==> src/rtl/proc_pkg.sv <==
// Shared definitions for the instruction sequencer: opcodes, ALU encodings,
// FSM states and the decoded control word.
package proc_pkg;

    localparam int PROC_PC_W   = 5;
    localparam int PROC_DATA_W = 8;

    localparam logic [3:0] OP_NOP  = 4'h0;
    localparam logic [3:0] OP_LD   = 4'h1;
    localparam logic [3:0] OP_ST   = 4'h2;
    localparam logic [3:0] OP_MOVA = 4'h3;
    localparam logic [3:0] OP_ADD  = 4'h4;
    localparam logic [3:0] OP_SUB  = 4'h5;
    localparam logic [3:0] OP_AND  = 4'h6;
    localparam logic [3:0] OP_OR   = 4'h7;
    localparam logic [3:0] OP_XOR  = 4'h8;
    localparam logic [3:0] OP_MOVR = 4'h9;
    localparam logic [3:0] OP_LDI  = 4'hA;
    localparam logic [3:0] OP_JMP  = 4'hB;
    localparam logic [3:0] OP_JZ   = 4'hC;
    localparam logic [3:0] OP_RSVD_D = 4'hD;
    localparam logic [3:0] OP_RSVD_E = 4'hE;
    localparam logic [3:0] OP_HALT = 4'hF;

    typedef enum logic [2:0] {
        ALU_PASS = 3'd0,
        ALU_ADD  = 3'd1,
        ALU_SUB  = 3'd2,
        ALU_AND  = 3'd3,
        ALU_OR   = 3'd4,
        ALU_XOR  = 3'd5
    } alu_op_t;

    typedef enum logic [2:0] {
        S_FETCH      = 3'd0,
        S_DECODE     = 3'd1,
        S_OPND_FETCH = 3'd2,
        S_OPND       = 3'd3,
        S_EXEC       = 3'd4,
        S_HALT       = 3'd5
    } state_t;

    typedef struct packed {
        logic    load_en;
        logic    store_en;
        logic    r0_ce;
        logic    r1_ce;
        logic    r0_oe;
        logic    r1_oe;
        logic    acu_ce;
        logic    acu_oe;
        alu_op_t alu_op;
        logic    imm_oe;
        logic    illegal;
    } ctrl_t;

    function automatic logic is_two_byte(input logic [3:0] op);
        return (op == OP_LDI) || (op == OP_JMP) || (op == OP_JZ);
    endfunction

endpackage

==> src/rtl/instr_decoder.sv <==
// Combinational opcode decoder: turns {opcode, register select} into the
// control word the sequencer registers during EXEC.
module instr_decoder
    import proc_pkg::*;
(
    input  logic [3:0] opcode,
    input  logic       sel_r1,
    output ctrl_t      ctrl
);

    // Map each opcode onto its set of datapath strobes; unlisted opcodes drive nothing.
    always_comb begin
        ctrl = '0;
        case (opcode)
            OP_LD: begin
                ctrl.load_en = 1'b1;
                ctrl.r0_ce   = ~sel_r1;
                ctrl.r1_ce   = sel_r1;
            end
            OP_ST: begin
                ctrl.store_en = 1'b1;
                ctrl.r0_oe    = ~sel_r1;
                ctrl.r1_oe    = sel_r1;
            end
            OP_MOVA, OP_ADD, OP_SUB, OP_AND, OP_OR, OP_XOR: begin
                ctrl.r0_oe  = ~sel_r1;
                ctrl.r1_oe  = sel_r1;
                ctrl.acu_ce = 1'b1;
                case (opcode)
                    OP_ADD:  ctrl.alu_op = ALU_ADD;
                    OP_SUB:  ctrl.alu_op = ALU_SUB;
                    OP_AND:  ctrl.alu_op = ALU_AND;
                    OP_OR:   ctrl.alu_op = ALU_OR;
                    OP_XOR:  ctrl.alu_op = ALU_XOR;
                    default: ctrl.alu_op = ALU_PASS;
                endcase
            end
            OP_MOVR: begin
                ctrl.acu_oe = 1'b1;
                ctrl.r0_ce  = ~sel_r1;
                ctrl.r1_ce  = sel_r1;
            end
            OP_LDI: begin
                ctrl.imm_oe = 1'b1;
                ctrl.r0_ce  = ~sel_r1;
                ctrl.r1_ce  = sel_r1;
            end
            OP_RSVD_D, OP_RSVD_E: begin
                ctrl.illegal = 1'b1;
            end
            OP_NOP, OP_JMP, OP_JZ, OP_HALT: begin
                ctrl = '0;
            end
            default: begin
                ctrl = '0;
            end
        endcase
    end

endmodule

==> src/rtl/instr_sequencer.sv <==
// Fetch/decode/execute controller: walks program memory, latches instruction
// and operand bytes, and fires one-cycle datapath strobes in EXEC.
module instr_sequencer
    import proc_pkg::*;
#(
    parameter int PC_W   = PROC_PC_W,
    parameter int DATA_W = PROC_DATA_W
) (
    input  logic              clk,
    input  logic              rstn_ext,
    input  logic [DATA_W-1:0] prog_mem_data,
    input  logic              zero_flag,
    output logic [PC_W-1:0]   prog_cnt,
    output logic [3:0]        instr_code,
    output logic              load_en,
    output logic              store_en,
    output logic              R0_ce,
    output logic              R1_ce,
    output logic              R0_oe,
    output logic              R1_oe,
    output logic              acu_ce,
    output logic              acu_oe,
    output logic [2:0]        alu_op,
    output logic              imm_oe,
    output logic [DATA_W-1:0] imm_data,
    output logic              halted,
    output logic              illegal_op
);

    localparam logic [PC_W-1:0] PC_ONE = PC_W'(1);

    state_t            state;
    logic [3:0]        ir_op;
    logic              ir_n;
    logic [DATA_W-1:0] operand;
    ctrl_t             ctrl_q;
    ctrl_t             dec_ctrl;
    logic [3:0]        dec_op;
    logic              dec_n;
    logic              take_jump;

    // A one-byte instruction is decoded straight off the ROM bus in DECODE so its
    // strobes land exactly in EXEC; two-byte ones decode from the latched IR.
    assign dec_op = (state == S_DECODE) ? prog_mem_data[7:4] : ir_op;
    assign dec_n  = (state == S_DECODE) ? prog_mem_data[0]   : ir_n;

    instr_decoder u_decoder (
        .opcode (dec_op),
        .sel_r1 (dec_n),
        .ctrl   (dec_ctrl)
    );

    // Jump targets come from the operand byte; JZ looks at zero_flag during EXEC.
    assign take_jump = (ir_op == OP_JMP) || ((ir_op == OP_JZ) && zero_flag);

    // Sequencer FSM: owns the PC, IR, operand, halted flag and the registered strobe word.
    always_ff @(posedge clk or negedge rstn_ext) begin
        if (!rstn_ext) begin
            state    <= S_FETCH;
            prog_cnt <= '0;
            ir_op    <= '0;
            ir_n     <= 1'b0;
            operand  <= '0;
            ctrl_q   <= '0;
            halted   <= 1'b0;
        end else begin
            ctrl_q <= '0;
            case (state)
                S_FETCH: begin
                    state <= S_DECODE;
                end
                S_DECODE: begin
                    ir_op <= prog_mem_data[7:4];
                    ir_n  <= prog_mem_data[0];
                    if (prog_mem_data[7:4] == OP_HALT) begin
                        halted <= 1'b1;
                        state  <= S_HALT;
                    end else if (is_two_byte(prog_mem_data[7:4])) begin
                        prog_cnt <= prog_cnt + PC_ONE;
                        state    <= S_OPND_FETCH;
                    end else begin
                        ctrl_q <= dec_ctrl;
                        state  <= S_EXEC;
                    end
                end
                S_OPND_FETCH: begin
                    state <= S_OPND;
                end
                S_OPND: begin
                    operand <= prog_mem_data;
                    ctrl_q  <= dec_ctrl;
                    state   <= S_EXEC;
                end
                S_EXEC: begin
                    prog_cnt <= take_jump ? operand[PC_W-1:0] : prog_cnt + PC_ONE;
                    state    <= S_FETCH;
                end
                S_HALT: begin
                    state <= S_HALT;
                end
                default: begin
                    state <= S_FETCH;
                end
            endcase
        end
    end

    assign instr_code = ir_op;
    assign imm_data   = operand;
    assign load_en    = ctrl_q.load_en;
    assign store_en   = ctrl_q.store_en;
    assign R0_ce      = ctrl_q.r0_ce;
    assign R1_ce      = ctrl_q.r1_ce;
    assign R0_oe      = ctrl_q.r0_oe;
    assign R1_oe      = ctrl_q.r1_oe;
    assign acu_ce     = ctrl_q.acu_ce;
    assign acu_oe     = ctrl_q.acu_oe;
    assign alu_op     = ctrl_q.alu_op;
    assign imm_oe     = ctrl_q.imm_oe;
    assign illegal_op = ctrl_q.illegal;

endmodule

==> config.mk <==
export PLATFORM = sky130hd
export DESIGN_NAME = instr_sequencer
export DESIGN_NICKNAME = d
export VERILOG_FILES = /design/src/rtl/proc_pkg.sv /design/src/rtl/instr_decoder.sv /design/src/rtl/instr_sequencer.sv
export SDC_FILE = /design/constraint.sdc
export NUM_CORES = 1
export LEC_CHECK = 0
export ABC_AREA = 0
export BUFFER_PORTS_ARGS = -buffer_cell sky130_fd_sc_hd__buf_2
export CAP_MARGIN = 25
export CORE_MARGIN = 3
export CORE_UTILIZATION = 45
export CTS_CLUSTER_DIAMETER = 50
export CTS_CLUSTER_SIZE = 20
export DETAILED_ROUTE_END_ITERATION = 10
export PLACE_DENSITY = 0.7
export SYNTH_ARGS = -nofsm -noshare
export SYNTH_HDL_FRONTEND = slang
export SYNTH_SLANG_ARGS = --single-unit
export TNS_END_PERCENT = 30
==> constraint.sdc <==
create_clock -name clk -period 5.1 [get_ports clk]
set_input_delay 0.255 -clock clk [delete_from_list [all_inputs] [get_ports clk]]
set_output_delay 0.255 -clock clk [all_outputs]
set_load 0.03 [all_outputs]
### After elaboration in Yosys (flattened, before gate mapping)

Index checks and enable logic that the tools add are counted.

| word-level totals | value |
|---|---|
| output and inout port bits | 31 |
| bits of input ports | 11 |
| bits in registers | 35 |
| ROM bits | 0 |
| word-level logic and storage cells | 78 |
| memory bits (writable) | 0 |
| memories | 0 |
| bits in latches | 0 |

| operators by class | value |
|---|---|
| add/sub/neg operators | 1 |
| equal/unequal tests | 25 |
| reduce and logical (&&, ||, !) cells | 12 |
| $lt $le $gt $ge | 0 |
| divide/modulo/power cells | 0 |
| shift-type cells | 0 |
| $mul | 0 |
| muxes and demuxes | 22 |
| bitwise logic cells | 1 |

Operators with widths:

| cell | count |
|---|---|
| equality test 4 bit (second input constant) | 11 |
| case mux 3 bit (5 select lines) | 2 |
| two-way mux 13 bit | 2 |
| case mux 13 bit (2 select lines) | 1 |
| equality test 4 x 3 -> 1 bit (second input constant) | 4 |
| two-way mux 5 bit | 3 |
| case mux 5 bit (2 select lines) | 1 |
| two-way mux 3 bit | 3 |
| equality test 4 x 2 -> 1 bit (second input constant) | 2 |
| two-way mux 1 bit | 7 |
| OR reduction 7 bit | 1 |
| equality test 3 x 2 -> 1 bit (second input constant) | 2 |
| equality test 3 bit (second input constant) | 2 |
| OR reduction 6 bit | 1 |
| adder 5 x 1 -> 5 bit (second input constant) | 1 |
| equality test 4 x 1 -> 1 bit (second input constant) | 1 |
| two-way mux 2 bit | 2 |
| two-way mux 4 bit | 1 |
| equality test 3 x 1 -> 1 bit (second input constant) | 1 |
| zero test 3 bit | 1 |
| logical OR 1 bit | 3 |
| AND reduction 3 bit | 1 |
| OR reduction 3 bit | 1 |
| inequality test 2 x 1 -> 1 bit (second input constant) | 1 |
| 6 further kinds | 6 |

### Depth between registers and ports, before layout

| depth | value |
|---|---|
| depth in word-level cells | 8 |
| gate-level depth with buffers | 6 |
| depth with buffers taken out | 5 |

### By module

Synthesis repeated with hierarchy kept, for this count alone.

| second synthesis, totals | value |
|---|---|
| cells, all modules | 144 |
| area, all modules | 1652.8 um^2 |

Modules (own cells, without submodules):

| module | sequential area each (um^2) | cells each | area an instance (um^2) | times used |
|---|---|---|---|---|
| instr_sequencer | 875.8 | 117 | 1488.9 | 1 |
| instr_decoder | 0.0 | 27 | 163.9 | 1 |

### Worst setup path after synthesis

OpenSTA, ideal clock, no wires.

| path | value |
|---|---|
| kind | register to register |
| from | reg state[1] |
| to | reg ctrl_q (netlist bit R0_oe) |
| setup time | 0.138 ns |
| stages on the path, launching flop included | 7 |
| data required time | 4.962 ns |
| path buffers | 1 |
| arrival time | 1.858 ns |
| setup slack | 3.104 ns |
| cell sequence | dfrtp_1 > buf_6 > nor3b_4 > mux2i_1 > clkinv_1 > o21ai_0 > a211oi_1 |

| on the way | value |
|---|---|
| word-level cells in the longest chain between the ends | 8 |
| elaborated cells between the ends (all ways) | 17 |
| classes of those cells | 9 x eq/ne; 6 x mux; 1 x bitwise; 1 x reduce/logical |

RTL lines:

| item | line | text |
|---|---|---|
| start, declared | instr_sequencer.sv:32 | `state_t state;` |
| start signal, assigned | instr_sequencer.sv:59 | `state <= S_FETCH;` |
| start signal, assigned | instr_sequencer.sv:70 | `state <= S_DECODE;` |
| start signal, assigned | instr_sequencer.sv:77 | `state <= S_HALT;` |
| equality test 3 x 1 -> 1 bit * | instr_sequencer.sv:44 | `assign dec_op = (state == S_DECODE) ? prog_mem_data[7:4] : ir_op;` |
| two-way mux 4 bit * | - |  |
| via dec_op[2] | instr_sequencer.sv:38 | `logic [3:0] dec_op;` |
| equality test 4 x 2 -> 1 bit (tied with other cells) | instr_decoder.sv:14 | `case (opcode)` |
| OR reduction 7 bit (no source line) * | - |  |
| two-way mux 2 bit * | - |  |
| two-way mux 13 bit | instr_sequencer.sv:78 | `end else if (is_two_byte(prog_mem_data[7:4])) begin` |
| two-way mux 13 bit | instr_sequencer.sv:75 | `if (prog_mem_data[7:4] == OP_HALT) begin` |
| case mux 13 bit (2 select lines) * | instr_sequencer.sv:68 | `case (state)` |
| end signal, assigned | instr_sequencer.sv:82 | `ctrl_q <= dec_ctrl;` |
| end signal, assigned | instr_sequencer.sv:91 | `ctrl_q <= dec_ctrl;` |
| end, declared | instr_sequencer.sv:36 | `ctrl_t ctrl_q;` |

Mark *: on every way through the listed nets, which the timed path passes. The rest lies on a longest branch.
A chain may end at the register's enable or synchronous reset.

### Worst setup path in the final report

| path | value |
|---|---|
| from | reg state[2] |
| to | reg prog_cnt[4] |

| on the way | value |
|---|---|
| word-level cells in the longest chain between the ends | 3 |
| elaborated cells between the ends (all ways) | 7 |
| classes of those cells | 4 x eq/ne; 1 x mux; 2 x reduce/logical |

RTL lines:

| item | line | text |
|---|---|---|
| equality test 3 x 1 -> 1 bit / equality test 3 bit (equally long branches) | instr_sequencer.sv:68 |  |
| inequality test 2 x 1 -> 1 bit (no source line) (tied with other cells) | - |  |
| AND reduction 3 bit (no source line) | - |  |
| end signal, assigned | instr_sequencer.sv:79 | `prog_cnt <= prog_cnt + PC_ONE;` |
| end signal, assigned | instr_sequencer.sv:95 | `prog_cnt <= take_jump ? operand[PC_W-1:0] : prog_cnt + PC_ONE;` |
| end, declared | instr_sequencer.sv:13 | `output logic [PC_W-1:0] prog_cnt,` |

Parallel ways exist; a longest one is shown, timed or not.

==> impl_metrics.py <==
metrics = {
    "route": {
        "viasPerCell": 5.43,
        "wirelength_um": 3380,
        "wl_met1_um": 1430,
        "drt_pass1_iterations": 4,
        "drt-initial-drc-count": 99,
        "topRoutingLayerUsed": "met4",
        "wl_met3_um": 225,
        "wl_per_cell_um": 14.7,
        "antenna_left": 0,
        "route.met2.wl_um": 1680,
        "vias": 1244,
        "drc": 0,
    },
    "sta": {
        "setup-violations-final": 0,
        "relSlewSlack": 0.424,
        "maxSlewViolCount": 0,
        "rsz0062_at_grt": "no",
        "final.setup_skew_ps": 6.53,
        "final-hold-violation-count": 0,
        "period_needed_ps": 2370,
        "fin_tns_setup_ps": 0,
        "setup_ws_ps": 2730,
        "max_slew.worst_pin.slew_ps": 862,
        "fmax_mhz": 422,
        "timing.final.crit_share": 0.464,
    },
    "layout": {
        "n_antenna_cell": 0,
        "layout.nets": 194,
        "final.fill_count": 314,
        "areaGrowthSynthToFinish_pct": 20.5,
        "drive_gt1_frac": 0.377,
    },
    "synth": {
        "synth_top_area_frac": 0.540,
        "synth.net_count": 148,
        "synth_common_cells": "35 x dfrtp_1, 10 x mux2_2, 10 x nand2_1",
        "synth_cell_types": 41,
        "synthFlopType": "dfrtp_1",
        "avgSynthCellArea_um2": 11.9,
        "async_flop_share": 1.00,
        "yosysWarnings": 0,
        "ys_seq_elements": 35,
        "yosysMostFrequentCell": "dfrtp_1",
        "ys_top_cells_by_area": "dfrtp_1 54%, mux2_2 6.9%, mux2i_1 3.7%, nand2_1 2.3%, nor4_1 1.9%",
        "syn_area_um2": 1620,
        "yosysSeqAreaShare": 0.540,
        "synth_cells": 136,
        "synth-edff-count": 0,
        "yosysTopAreaCell": "dfrtp_1",
    },
    "worst_setup_path": {
        "startpoint_type": "flop",
        "slowest_stage": "nor3b_1",
        "rrSetupSlack_ps": 2730,
        "path_delay_family": "compound AO/OA/AOI/OAI gates",
        "end_kind": "flop",
        "max_stage_delay_ps": 750,
        "cp_data_required_time_ps": 5330,
        "cp_cell_sequence": "nor3b_1, o211ai_2, a2bb2o_1, a22o_1",
        "critPathKind": "reg2reg",
        "worstPathArrival_ps": 2600,
        "critical_path_buf_inv_count": 0,
        "crit_fanout": 9,
    },
    "clock_network": {
        "clkLatencyLatePin_ps": 330,
        "clockBufferDepth": 2,
        "clkTransAtPathRegs_ps": 100,
        "cts_sinks": 35,
        "tritoncts": "done",
        "cts_max_level": 2,
        "cts_resized": 0,
        "cts_root_buf": "clkbuf_4",
        "cts_made_buffers": 5,
    },
    "floorplan": {
        "boundaryPins": 42,
        "dieWidth_um": 66.0,
        "design.core.area_um2": 3420,
        "dieArea_um2": 4360,
        "start_util": 0.475,
        "die_h_um": 66.0,
        "num_rows": 21,
    },
    "placement": {
        "hpwl_um": 2520,
        "io_buffers": 41,
        "gp_congestion": 0.904,
        "dp_slack_ps": 2730,
    },
    "global_route": {
        "grt_pass1_vias": 1254,
        "grt_pass1_wl_um": 5660,
        "grt-ovfl-total": 0,
        "antenna_found_initial": 0,
        "grt_max_degree": 36,
        "grtUsageTotal": 0.173,
    },
    "outcome": {
        "status": "completed",
    },
    "hold_path": {
        "min_path_type": "in2reg",
    },
    "power_and_ir_drop": {
        "peakVddDrop_mv": 0.283,
        "powerDensity_nw_per_um2": 714,
        "power.leakage_nw": 0.948,
    },
    "run": {
        "maxCapViolCount": 0,
    },
}
## metrics by stage
stage	instance area [µm²]	std cells	hold WS [ps]	power, mW	utilization
global route	1950	229	122	1.49	0.572
floorplan	1620	136	-40.6	1.01	-
global placement	1860	220	358	1.17	0.544
detailed placement	1860	220	379	1.19	0.544
CTS	1950	229	133	1.41	0.572
finish	1950	229	144	1.40	0.572
## per-layer routing
| layer | track usage | up-vias |
|---|---|---|
| met3 | 0.0595 | 7 |
| met5 | 0 | - |
| met2 | 0.280 | 44 |
| li1 | - | 587 |
| met4 | 0.0736 | 0 |
| met1 | 0.209 | 606 |
## worst reg2reg max path, delay by kind of cell (launching register included)
family / cells / cell delay (ps)
DFF: 1 / 500
and+or+nand+nor: 1 / 750
AOI/OAI and AO/OA: 3 / 1020
## power breakdown
group / switching, mW / total [mW] / internal, mW
clock network: 0.0920 / 0.208 / 0.116
logic: 0.471 / 0.715 / 0.243
registers: 0.0887 / 0.474 / 0.385
## state kept, by name (all words and copies together) (netlist names), 3 cells and up
register    flops
state           3
alu_op          3
prog_cnt        5
imm_data        8
instr_code      4
## worst paths after layout
check,startpoint,end,cells past startpoint
max,state[2],prog_cnt[4],4
min,prog_mem_data[3],imm_data[3],2
max reg2reg,state[2],prog_cnt[4],4
min reg2reg,halted,halted,1
max in group asynchronous,rstn_ext,instr_code[3],2
min in group asynchronous,rstn_ext,load_en,2
## cell type report
type | count | area (µm²) | area share
flip-flops and latches | 35 | 876 | 0.448
multi-input cells | 88 | 678 | 0.347
repair buffers | 43 | 223 | 0.114
well taps | 46 | 57.6 | 0.0294
clock buffers | 6 | 51.3 | 0.0262
clock inverters | 2 | 35.0 | 0.0179
inverters | 9 | 33.8 | 0.0173
## layout by cell type, fill, tap and decap left out, types with 2 or more instances in the layout
cell       instances
nor2_1             5
nand2b_1           2
nor2b_1            2
a2111oi_2          2
buf_2             41
a21oi_1            5
a211oi_1           3
inv_1              7
clkinv_1           2
dfrtp_1           35
mux2_2            10
clkbuf_4           5
a2bb2o_1           3
nor3_1             2
nand3_1            4
mux2i_2            2
a22o_1             2
mux2i_1            6
nor4_1             5
o21a_1             2
nand2_1           10
xnor2_1            2
o21ai_0            4
## timing repair
item / CTS / global route
hold buffers: 1 / 0
setup buffers: 0 / 0
endpoints found under the setup margin: 0 / 0
hold endpoints to repair: 16 / 0
## logic make-up (layout without fill, tap and decap cells)
| group | count (synthesis) | count (layout) | share of synthesized area |
|---|---|---|---|
| compound gates | 27 | 27 | 0.130 |
| simple gates | 40 | 40 | 0.147 |
| buf+inv | 13 | 60 | 0.0417 |
| mux | 18 | 18 | 0.123 |
| xor+xnor | 2 | 2 | 0.0108 |
| fa+ha+maj | 1 | 1 | 0.00771 |
| flops | 35 | 35 | 0.540 |
No activity file was read; power rests on OpenSTA's default activity.
